--- src/rtl/wb_bus_if_pkg.sv ---
// Shared constants for the openmips-to-Wishbone bridge: FSM encodings and
// the core's legacy control-level and word-size constants.
package wb_bus_if_pkg;

   localparam logic [1:0] WB_IDLE           = 2'b00;
   localparam logic [1:0] WB_BUSY           = 2'b01;
   localparam logic [1:0] WB_WAIT_FOR_STALL = 2'b11;

   localparam logic        RstEnable   = 1'b1;
   localparam logic        ChipEnable  = 1'b1;
   localparam logic        WriteEnable = 1'b1;
   localparam logic [31:0] ZeroWord    = 32'h0000_0000;
   localparam int          RegBus      = 32;

endpackage

--- src/rtl/wb_bus_if.sv ---
// Bridges one openmips memory port to a Wishbone B4 classic master, stalling
// the pipeline until the single ack of each transaction returns.
//
// state             | meaning
// ------------------+-------------------------------------------------------
// WB_IDLE           | no cycle on the bus; accepts a new core request
// WB_BUSY           | stb/cyc asserted, waiting for the slave's ack
// WB_WAIT_FOR_STALL | read data captured, held for the core until stall clears
module wb_bus_if
   import wb_bus_if_pkg::*;
#(
   parameter int ADDR_W  = 32,
   parameter int DATA_W  = 32,
   parameter int SEL_W   = 4,
   parameter int STALL_W = 6
) (
   input  logic               clk,
   input  logic               rst,
   input  logic [STALL_W-1:0] stall_i,
   input  logic               flush_i,
   input  logic               cpu_ce_i,
   input  logic [ADDR_W-1:0]  cpu_addr_i,
   input  logic [DATA_W-1:0]  cpu_data_i,
   input  logic               cpu_we_i,
   input  logic [SEL_W-1:0]   cpu_sel_i,
   output logic [DATA_W-1:0]  cpu_data_o,
   output logic               stallreq_o,
   input  logic [DATA_W-1:0]  wb_data_i,
   input  logic               wb_ack_i,
   output logic [ADDR_W-1:0]  wb_addr_o,
   output logic [DATA_W-1:0]  wb_data_o,
   output logic               wb_we_o,
   output logic [SEL_W-1:0]   wb_sel_o,
   output logic               wb_stb_o,
   output logic               wb_cyc_o
);

   logic [1:0]        state;
   logic [DATA_W-1:0] rd_buf;

   always_ff @(posedge clk) begin
      if (rst == RstEnable) begin
         state     <= WB_IDLE;
         wb_addr_o <= '0;
         wb_data_o <= '0;
         wb_we_o   <= 1'b0;
         wb_sel_o  <= '0;
         wb_stb_o  <= 1'b0;
         wb_cyc_o  <= 1'b0;
         rd_buf    <= '0;
      end else begin
         case (state)
            WB_IDLE: begin
               if (cpu_ce_i == ChipEnable && !flush_i) begin
                  wb_addr_o <= cpu_addr_i;
                  wb_data_o <= cpu_data_i;
                  wb_we_o   <= cpu_we_i;
                  wb_sel_o  <= cpu_sel_i;
                  wb_stb_o  <= 1'b1;
                  wb_cyc_o  <= 1'b1;
                  rd_buf    <= '0;
                  state     <= WB_BUSY;
               end
            end
            WB_BUSY: begin
               // Flush wins over a coincident ack: the access is simply dropped.
               if (flush_i) begin
                  wb_addr_o <= '0;
                  wb_data_o <= '0;
                  wb_we_o   <= 1'b0;
                  wb_sel_o  <= '0;
                  wb_stb_o  <= 1'b0;
                  wb_cyc_o  <= 1'b0;
                  rd_buf    <= '0;
                  state     <= WB_IDLE;
               end else if (wb_ack_i) begin
                  wb_addr_o <= '0;
                  wb_data_o <= '0;
                  wb_we_o   <= 1'b0;
                  wb_sel_o  <= '0;
                  wb_stb_o  <= 1'b0;
                  wb_cyc_o  <= 1'b0;
                  if (wb_we_o != WriteEnable) begin
                     rd_buf <= wb_data_i;
                  end
                  state <= (stall_i != '0) ? WB_WAIT_FOR_STALL : WB_IDLE;
               end
            end
            WB_WAIT_FOR_STALL: begin
               if (stall_i == '0) begin
                  state <= WB_IDLE;
               end else if (flush_i) begin
                  rd_buf <= '0;
                  state  <= WB_IDLE;
               end
            end
            default: state <= WB_IDLE;
         endcase
      end
   end

   // Ack-cycle read data is forwarded straight through so the core sees it
   // in the same cycle stallreq drops.
   always_comb begin
      stallreq_o = 1'b0;
      cpu_data_o = DATA_W'(ZeroWord);
      case (state)
         WB_IDLE: begin
            stallreq_o = (cpu_ce_i == ChipEnable) && !flush_i;
         end
         WB_BUSY: begin
            if (wb_ack_i && !flush_i) begin
               cpu_data_o = (wb_we_o == WriteEnable) ? DATA_W'(ZeroWord) : wb_data_i;
            end else if (!wb_ack_i) begin
               stallreq_o = !flush_i;
            end
         end
         WB_WAIT_FOR_STALL: begin
            cpu_data_o = rd_buf;
         end
         default: begin
            stallreq_o = 1'b0;
         end
      endcase
   end

endmodule
--- config.mk ---
export PLATFORM = sky130hd
export DESIGN_NAME = wb_bus_if
export DESIGN_NICKNAME = d
export VERILOG_FILES = /design/src/rtl/wb_bus_if_pkg.sv /design/src/rtl/wb_bus_if.sv
export SDC_FILE = /design/constraint.sdc
export NUM_CORES = 1
export LEC_CHECK = 0
export BUFFER_PORTS_ARGS = -buffer_cell sky130_fd_sc_hd__buf_2
export CORE_MARGIN = 5
export CORE_UTILIZATION = 45
export DETAILED_ROUTE_END_ITERATION = 12
export GPL_ROUTABILITY_DRIVEN = 0
export PLACE_DENSITY_LB_ADDON = 0.2
export SYNTH_ARGS = -nofsm -noshare
export SYNTH_HDL_FRONTEND = slang
export SYNTH_SLANG_ARGS = --single-unit
--- constraint.sdc ---
create_clock -name clk -period 1.8 [get_ports clk]
set_input_delay 0.09 -clock clk [delete_from_list [all_inputs] [get_ports clk]]
set_output_delay 0.09 -clock clk [all_outputs]
set_load 0.05 [all_outputs]
==> flow_summary.json, run 1 <==
{
  "cp_top_family": "buffers and inverters",
  "cp-end-kind": "output pin",
  "core_area_sq_um": 8760,
  "switchingPower_w": 0.00167,
  "fillers": 476,
  "slew_violations": 0,
  "final_nets": 815,
  "clock.fmax_mhz": 529,
  "synthMuxAreaShare": 0.0790,
  "post-route-min-period_ps": 1890,
  "synthAdderAreaFrac": 0,
  "grt_pass1_vias": 4674,
  "dr.max_layer_used": "met4",
  "syn_to_final_growth_pct": 78.0,
  "synthArstFlopShare": 0,
  "internal_power_w": 0.00362,
  "met2WireLength_microns": 8010,
  "crit_slowest_cell": "dfxtp_4",
  "switching_share": 0.316,
  "pwr-share-clk": 0.291,
  "dp_hpwl_microns": 8790,
  "syn_area_per_cell_sq_um": 10.3,
  "r2r_start": "state[0]",
  "antenna_left": 0,
  "synth_seq_area_share": 0.514,
  "status": "finished, violations left",
  "setup_slack_ps": -91.4,
  "die-area_sq_um": 11000,
  "finalCritPeriodShare": 1.05,
  "synth_area_sq_um": 4050,
  "dp.cells": 692,
  "cts_htree_levels": 3,
  "clock-sinks": 104,
  "hold_ws_ps": 17.5,
  "arrival_ps": 1800,
  "yosys.area_share.simple": 0.130,
  "whs_path_depth": 3,
  "avgViaCountPerCell": 5.37,
  "antenna_found_initial": 1,
  "start_util": 0.462,
  "critPathKind": "flip-flop to output pin",
  "seq_area_sq_um": 2090,
  "syn_inst": 393,
  "timing.final.hold_violations": 0,
  "overflow": 0,
  "drt-pass1-iter-count": 5,
  "critPathMaxFanout": 8,
  "synth_edf_count": 0,
  "fin_cells": 817,
  "cts_buffer_depth": 2,
  "setup_viol": 26,
  "die_h_microns": 105,
  "cts.clk_slew.worst_paths_ps": 100,
  "post-route-util": 0.823,
  "final_area_sq_um": 7210,
  "setup_tns_ps": -988,
  "synth_fp_nets": 505,
  "ff2ff_path_depth": 5,
  "min_from": "wb_data_i[22]",
  "root_buffer": "clkbuf_8",
  "multiInputGateArea_sq_um": 2170,
  "clock_latency_ps": 370,
  "p_per_area_nw_per_um2": 733,
  "dominantRegCellSynth": "dfxtp_1",
  "io_pins": 216,
  "reg2reg_slack_ps": 130,
  "ys_ff_latch": 104,
  "slew_headroom": 0.632,
  "grt_max_degree": 70,
  "rr_endpoint": "rd_buf[11]",
  "row_count": 34,
  "worst_path_most_repeated_cell": "buf_6",
  "wl_met1_microns": 5600,
  "path_buf_inv": 4,
  "rsz0062_at_grt": "true",
  "violations": "setup timing",
  "placedInstanceArea_sq_um": 5470,
  "peakVddDrop_mv": 0.505,
  "cts_tree": "yes",
  "vias": 4390,
  "die_w_microns": 105,
  "cap_violations": 0,
  "drive_gt1_frac": 0.452,
  "hold_class": "input port to flip-flop",
  "wl_met3_microns": 1170,
  "cp.required_ps": 1710,
  "synth_compound_area_frac": 0.229,
  "numCtsBuffers": 9,
  "portBuffers": 215,
  "crit_path_start_kind": "flip-flop",
  "synth_top_family_by_area": "compound AO/OA/AOI/OAI gates",
  "wl_per_cell_microns": 18.8,
  "ys_warn_count": 0,
  "track_usage": 0.269,
  "finClkSkew_ps": 10.0,
  "slowest_delay_ps": 370,
  "cellLeakagePower_nw": 3.14,
  "worst_pin_slew_ps": 551,
  "seq_power_share": 0.462,
  "share_comb_of_total_power": 0.247,
  "drc": 0,
  "drt_iter0_drc": 191,
  "grt_pass1_wl_microns": 24200,
  "ys_types": 27,
  "crit_chain": "nor4b_4 > buf_6 > buf_12 > buf_16 > a22oi_2 > nor2b_4 > buf_6",
  "hold_end": "rd_buf[22]",
  "wl_microns": 15300,
  "synth_xor_area_frac": 0
}
## synthesized netlist by cell type (2+ instances only)
library cell    n  area share
dfxtp_1       104        0.51
a22o_1         69        0.15
nand2_1        65       0.060
a22oi_1        32       0.059
mux2i_1        32       0.079
nor2b_1        32       0.049
buf_2          17       0.021
clkbuf_1       16       0.015
a21oi_1         3      0.0037
buf_6           3      0.0083
inv_1           2      0.0019
nand2b_1        2      0.0031
o21ai_1         2      0.0025
## worst min-delay path, cell delays in order
cell and delay (ps):
buf_2 110, nand2_1 60, mux2i_1 70
## sequential cells by signal, summed over array words and instances, names as in the netlist
register and flops:
rd_buf 32, wb_addr_o 32, wb_data_o 32, wb_sel_o 4
state 2, wb_cyc_o 1, wb_we_o 1
## logic make-up (layout without fill, tap and decap cells)
kind of cell,after synthesis,count (layout)
compound gates,112,112
buf+inv,39,354
flops,104,104
mux,32,32
other cells,0,1
simple gates,106,106
## cell usage in the layout (no fill, tap or decap), types with 2 or more instances in the layout
cell / count
a21oi_1: 2
dfxtp_1: 102
nor2b_4: 29
buf_4: 12
nand2_1: 65
dfxtp_4: 2
mux2i_1: 32
buf_6: 19
dlygate4sd3_1: 100
buf_12: 5
a22oi_2: 26
clkbuf_8: 9
nand2b_1: 2
o21ai_1: 2
inv_6: 3
a22oi_1: 6
buf_2: 182
buf_16: 2
inv_1: 2
buf_8: 15
a22o_1: 69
nor2b_2: 3
## worst max-delay path by stage
stage             start        endpoint  slack [ps]  cells past startpoint
2_1_floorplan   wb_we_o   cpu_data_o[0]        -100                      4
3_3_place_gp   state[1]   cpu_data_o[0]         220                      5
3_5_place_dp   state[0]      rd_buf[18]         180                      5
4_1_cts         wb_we_o  cpu_data_o[17]        -110                      6
5_1_grt        state[1]   cpu_data_o[1]        -170                      7
6_report       state[1]   cpu_data_o[6]         -90                      7
## metal layers
metal  GRT usage  up-vias
met5           0        -
met4       0.119        0
met3      0.0795       50
met2       0.478      203
met1       0.294     2099
li1            -     2038
## final cells by class
cell class,instances,share of cell area
sequential,104,0.290
inverter,2,0.00104
clock buffer,9,0.0172
timing repair buffer,336,0.361
clock inverter,7,0.0116
multi-input combinational,250,0.300
tap,108,0.0187
antenna,1,0.000347
## through the flow
| step | setup WS [ps] | total power [W] |
|---|---|---|
| floorplan | -101 | 0.00321 |
| global route | -166 | 0.00549 |
| detailed placement | 178 | 0.00352 |
| CTS | -109 | 0.00528 |
| finish | -91.4 | 0.00529 |
| global placement | 221 | 0.00351 |
## power by group through the flow
stage               logic, W  clock network, W  registers [W]
global route         0.00137           0.00166        0.00246
CTS                  0.00127           0.00156        0.00244
finish               0.00131           0.00154        0.00245
floorplan           0.000437                 0        0.00277
global placement     0.00102                 0        0.00249
detailed placement   0.00103                 0        0.00249
## repair_timing
| action | 4_1_cts | 5_1_grt |
|---|---|---|
| setup buffers | 5 | 2 |
| gates resized for setup | 85 | 33 |
| endpoints found under the setup margin | 32 | 33 |
| pin swaps | 7 | 19 |
| endpoints found under the hold margin | 100 | 0 |
| hold buffers | 100 | 0 |
| cloned | 3 | 0 |
Power figures use the tool's default switching activity.
==> run 2: changes to the inputs <==
--- a/config.mk
+++ b/config.mk
@@ -9,8 +9,8 @@
 export CORE_MARGIN = 5
 export CORE_UTILIZATION = 45
 export DETAILED_ROUTE_END_ITERATION = 12
-export GPL_ROUTABILITY_DRIVEN = 0
 export PLACE_DENSITY_LB_ADDON = 0.2
+export SKIP_LAST_GASP = 1
 export SYNTH_ARGS = -nofsm -noshare
 export SYNTH_HDL_FRONTEND = slang
 export SYNTH_SLANG_ARGS = --single-unit
==> constraint.sdc (replaced) <==
create_clock -name clk -period 1.8 [get_ports clk]
set_input_delay 0.27 -clock clk [delete_from_list [all_inputs] [get_ports clk]]
set_output_delay 0.27 -clock clk [all_outputs]
set_load 0.05 [all_outputs]
==> run 2 against run 1 <==
The run still ends with setup timing left. Global-route usage fell by 6.8 points. Sequential share of layout area grew 5.5 points. Register-to-register slack lost 20 ps. Maximum frequency shrank 5.9%. Utilization shrank 13 points. Count of clock-buffer cells in the layout grew 1. Clock power about the same. Routed wire length is 20% lower. Largest power group unchanged.
==> flow_summary.json, run 2 (synthesized netlist as in run 1, its figures left out) <==
{
  "status": "finished, violations left",
  "violations": "setup timing",
  "track_usage": 0.201,
  "p_per_area_nw_per_um2": 839,
  "cp.required_ps": 1530,
  "clock_latency_ps": 360,
  "grt_pass1_vias": 3659,
  "cellLeakagePower_nw": 2.70,
  "arrival_ps": 1740,
  "die_w_microns": 105,
  "clock.fmax_mhz": 498,
  "critPathMaxFanout": 8,
  "die-area_sq_um": 11000,
  "grt_pass1_wl_microns": 18400,
  "antenna_found_initial": 0,
  "finalCritPeriodShare": 1.12,
  "dp_hpwl_microns": 8470,
  "rsz0062_at_grt": "true",
  "antenna_left": 0,
  "die_h_microns": 105,
  "clock-sinks": 104,
  "cts_hold_buffers": 0,
  "endpoint": "cpu_data_o[7]",
  "crit_slowest_cell": "dfxtp_2",
  "setup_slack_ps": -209,
  "r2r_start": "state[1]",
  "slew_violations": 0,
  "finClkSkew_ps": 14.5,
  "layout_common_cells": "buf_2, dfxtp_1, a22o_1",
  "pwr-share-clk": 0.303,
  "root_buffer": "clkbuf_8",
  "cts_htree_levels": 3,
  "cts_buffer_depth": 2,
  "reg.largest.list": "rd_buf x32, wb_addr_o x32, wb_data_o x32",
  "worst_path_most_repeated_cell": "buf_6",
  "cp-end-kind": "output pin",
  "overflow": 0,
  "post-route-min-period_ps": 2010,
  "internal_power_w": 0.00351,
  "cap_violations": 0,
  "wl_microns": 12300,
  "peakVddDrop_mv": 0.437,
  "post-place-ws_ps": 43.0,
  "crit_chain": "nor4b_4 > buf_6 > clkbuf_16 > a22oi_1 > nor2b_2 > buf_6",
  "drc": 0,
  "rr_endpoint": "rd_buf[30]",
  "portBuffers": 215,
  "cp.depth": 6,
  "place_congestion": 0.755,
  "io_pins": 216,
  "vias": 3834,
  "syn_to_final_growth_pct": 48.9,
  "core_area_sq_um": 8760,
  "numCtsBuffers": 9,
  "grt_max_degree": 64,
  "n_antenna_cell": 0,
  "start_util": 0.462,
  "seq_power_share": 0.482,
  "post-route-util": 0.689,
  "avgViaCountPerCell": 5.38,
  "critPathKind": "flip-flop to output pin",
  "switchingPower_w": 0.00156,
  "wl_per_cell_microns": 17.2,
  "ff2ff_path_depth": 6,
  "setup_viol": 32,
  "slowest_delay_ps": 360,
  "setup_tns_ps": -5700,
  "share_comb_of_total_power": 0.215,
  "hold_class": "input port to flip-flop",
  "startpoint": "wb_we_o",
  "crit_path_start_kind": "flip-flop",
  "row_count": 34,
  "timing.final.hold_violations": 0,
  "finalPower_w": 0.00507,
  "cts_tree": "yes",
  "cp_top_family": "buffers and inverters",
  "switching_share": 0.308,
  "slew_headroom": 0.770,
  "reg2reg_slack_ps": 110,
  "layout_commonest_cell": "buf_2",
  "cts.clk_slew.worst_paths_ps": 100,
  "drt_iter0_drc": 197,
  "drive_gt1_frac": 0.483,
  "path_buf_inv": 3,
  "final_nets": 712,
  "worst_pin_slew_ps": 345,
  "drt-pass1-iter-count": 4
}
[run 2: cell types whose count changed in the layout (fill, tap and decap cells not counted), sizes merged]
cell,previous run,this run
clkinvlp,1,0
diode,1,0
buf,235,231
clkbuf,10,12
inv,6,5
clkinv,1,2
dlygate4sd3,100,0
[run 2: worst min-delay path by stage]
stage / start / endpoint / depth (start not counted)
after floorplan: cpu_we_i / wb_we_o / 1
final: cpu_we_i / wb_we_o / 2
after CTS: cpu_addr_i[5] / wb_addr_o[5] / 2
after global routing: cpu_addr_i[5] / wb_addr_o[5] / 2
after global placement: rd_buf[10] / rd_buf[10] / 2
after detailed placement: rd_buf[20] / rd_buf[20] / 2
[run 2: through the flow]
stage               instances  instance area (sq um)  hold slack (ps)
floorplan                 393                   4290              395
global placement          693                   5520              442
detailed placement        693                   5520              451
CTS                       709                   5810              100
global route              713                   6030             95.4
finish                    713                   6030              117
[run 2: repair_timing]
item,CTS,global route
gates cloned,0,3
gates resized for setup,32,42
pin swaps,0,1
setup buffers,0,1
endpoints found under the setup margin,32,33
[run 2: per-layer routing]
metal / track usage / wire length [microns]
met3: 0.0493 / 916
met2: 0.342 / 6130
met5: 0 / 0
met4: 0.0603 / 201
met1: 0.253 / 5040
[run 2: power by group through the flow]
stage | Combinational [W] | Clock, W | Sequential (W)
6_report | 0.00109 | 0.00154 | 0.00244
3_3_place_gp | 0.00103 | 0 | 0.00249
4_1_cts | 0.00105 | 0.00157 | 0.00244
2_1_floorplan | 0.000439 | 0 | 0.00277
5_1_grt | 0.00115 | 0.00168 | 0.00245
3_5_place_dp | 0.00104 | 0 | 0.00249
[run 2: layout make-up]
| class | count | area (sq um) |
|---|---|---|
| Fill cell | 705 | 2730 |
| Sequential cell | 104 | 2080 |
| Multi-Input combinational cell | 250 | 2050 |
| Timing Repair Buffer | 233 | 1550 |
| Clock buffer | 10 | 138 |
| Tap cell | 108 | 135 |
| Clock inverter | 6 | 75.1 |
| Inverter | 2 | 7.51 |
==> run 3: changes to the inputs <==
--- a/config.mk
+++ b/config.mk
@@ -6,8 +6,10 @@
 export NUM_CORES = 1
 export LEC_CHECK = 0
 export BUFFER_PORTS_ARGS = -buffer_cell sky130_fd_sc_hd__buf_2
+export CORE_ASPECT_RATIO = 1.75
 export CORE_MARGIN = 5
-export CORE_UTILIZATION = 45
+export CORE_UTILIZATION = 46
+export CTS_BUF_LIST = sky130_fd_sc_hd__clkbuf_4
 export DETAILED_ROUTE_END_ITERATION = 12
 export PLACE_DENSITY_LB_ADDON = 0.2
 export SKIP_LAST_GASP = 1
==> run 3 against run 2 <==
The flow still finishes with violations (setup timing). Highest routed layer unchanged. Clock skew increased by 8.1 ps. Sequential share of layout area decreased by 3.4 points. Total power decreased by 5.0%. Critical path type unchanged. Count of clock-buffer cells in the layout unchanged.
==> flow_summary.json, run 3 (synthesized netlist as in run 1, its figures left out) <==
{
  "status": "finished, violations left",
  "violations": "setup timing",
  "timing.final.hold_violations": 0,
  "grt_pass1_vias": 4223,
  "cp-end-kind": "output pin",
  "fin_cells": 774,
  "cts_buffer_depth": 2,
  "antenna_found_initial": 1,
  "layout_commonest_cell": "buf_2",
  "cp_top_family": "buffers and inverters",
  "drc": 0,
  "drt_iter0_drc": 165,
  "numCtsBuffers": 9,
  "switching_share": 0.332,
  "root_buffer": "clkbuf_4",
  "grt_pass1_wl_microns": 20900,
  "die-area_sq_um": 10900,
  "cellLeakagePower_nw": 2.91,
  "reg.largest.list": "rd_buf x32, wb_addr_o x32, wb_data_o x32",
  "p_per_area_nw_per_um2": 717,
  "reg2reg_slack_ps": 130,
  "overflow": 0,
  "switchingPower_w": 0.00160,
  "ff2ff_path_depth": 5,
  "dp_hpwl_microns": 8660,
  "peakVddDrop_mv": 0.360,
  "placedInstanceArea_sq_um": 5510,
  "worst_path_most_repeated_cell": "buf_6",
  "crit_path_start_kind": "flip-flop",
  "final_nets": 763,
  "pwr-share-clk": 0.236,
  "crit_chain": "nor4b_4 > buf_6 > buf_12 > a22oi_2 > nor2b_2 > buf_6",
  "critPathKind": "flip-flop to output pin",
  "crit_slowest_cell": "dfxtp_4",
  "core_area_sq_um": 8670,
  "vias": 4157,
  "portBuffers": 215,
  "wl_microns": 14200,
  "finalCritPeriodShare": 1.19,
  "finalPower_w": 0.00481,
  "syn_to_final_growth_pct": 65.6,
  "setup_slack_ps": -341,
  "path_buf_inv": 3,
  "critPathMaxFanout": 8,
  "rsz0062_at_grt": "true",
  "slew_headroom": 0.647,
  "hold_ws_ps": 36.0,
  "die_w_microns": 81.0,
  "arrival_ps": 1870,
  "wl_per_cell_microns": 18.4,
  "drive_gt1_frac": 0.497,
  "row_count": 45,
  "slowest_delay_ps": 390,
  "track_usage": 0.246,
  "rr_endpoint": "rd_buf[17]",
  "cts.clk_slew.worst_paths_ps": 160,
  "final_area_sq_um": 6710,
  "cp.required_ps": 1530,
  "whs_path_depth": 2,
  "internal_power_w": 0.00321,
  "share_comb_of_total_power": 0.255,
  "grt_max_degree": 71,
  "dp.cells": 701,
  "clock-sinks": 104,
  "setup_viol": 32,
  "post-route-min-period_ps": 2140,
  "cts_htree_levels": 3,
  "cap_violations": 0,
  "worst_pin_slew_ps": 529,
  "finClkSkew_ps": 22.6,
  "start_util": 0.467,
  "min_from": "cpu_data_i[10]",
  "seq_power_share": 0.509,
  "slew_violations": 0,
  "die_h_microns": 134,
  "io_pins": 216,
  "layout_common_cells": "buf_2, dfxtp_1, a22o_1",
  "clock_latency_ps": 460,
  "clock.fmax_mhz": 467,
  "r2r_start": "state[0]",
  "drt-pass1-iter-count": 4,
  "cts_tree": "yes",
  "antenna_left": 0,
  "hold_end": "wb_data_o[10]",
  "place_congestion": 0.770,
  "avgViaCountPerCell": 5.37,
  "hold_class": "input port to flip-flop"
}
## run 3: final cells by class
| class | instances | area (sq um) |
|---|---|---|
| clock inverter | 6 | 53.8 |
| tap | 117 | 146 |
| fill | 569 | 1960 |
| multi-input combinational | 250 | 2200 |
| sequential | 104 | 2090 |
| timing repair buffer | 284 | 2130 |
| clock buffer | 10 | 75.1 |
| inverter | 2 | 7.51 |
| antenna | 1 | 2.50 |
## run 3: layer usage
| layer | up-vias | wire [microns] | global-route usage |
|---|---|---|---|
| li1 | 1939 | - | - |
| met1 | 1988 | 4920 | 0.269 |
| met2 | 187 | 7760 | 0.442 |
| met3 | 43 | 1060 | 0.0638 |
| met4 | 0 | 476 | 0.0949 |
| met5 | - | 0 | 0 |
## run 3: per-stage QoR
step            util  setup WS [ps]  setup TNS, ps
2_1_floorplan      -          -20.0          -20.0
3_3_place_gp   0.635           38.6              0
3_5_place_dp   0.635          -34.7          -71.1
4_1_cts        0.742           -394         -11170
5_1_grt        0.774           -442         -13400
6_report       0.774           -341          -9910
## run 3: worst max-delay path by stage
| stage | from | cells after the start | to |
|---|---|---|---|
| floorplan | wb_we_o | 4 | cpu_data_o[0] |
| global placement | flush_i | 6 | cpu_data_o[5] |
| detailed placement | state[0] | 5 | rd_buf[16] |
| CTS | wb_we_o | 7 | cpu_data_o[7] |
| global route | state[1] | 6 | cpu_data_o[0] |
| finish | state[1] | 6 | cpu_data_o[0] |
## run 3: power by group through the flow
stage                     clock network, W  logic (W)  registers [W]
final                              0.00114    0.00123        0.00245
after global placement                   0    0.00102        0.00249
after detailed placement                 0    0.00103        0.00249
after global routing               0.00127    0.00129        0.00246
after floorplan                          0   0.000439        0.00277
after CTS                          0.00116    0.00117        0.00244
## run 3: what timing repair did
item	CTS	global route
setup endpoints to repair	57	38
pin swaps	12	21
hold endpoints to repair	41	9
gates resized for setup	92	43
cloned	2	1
hold buffers	41	9
buffers inserted	4	0
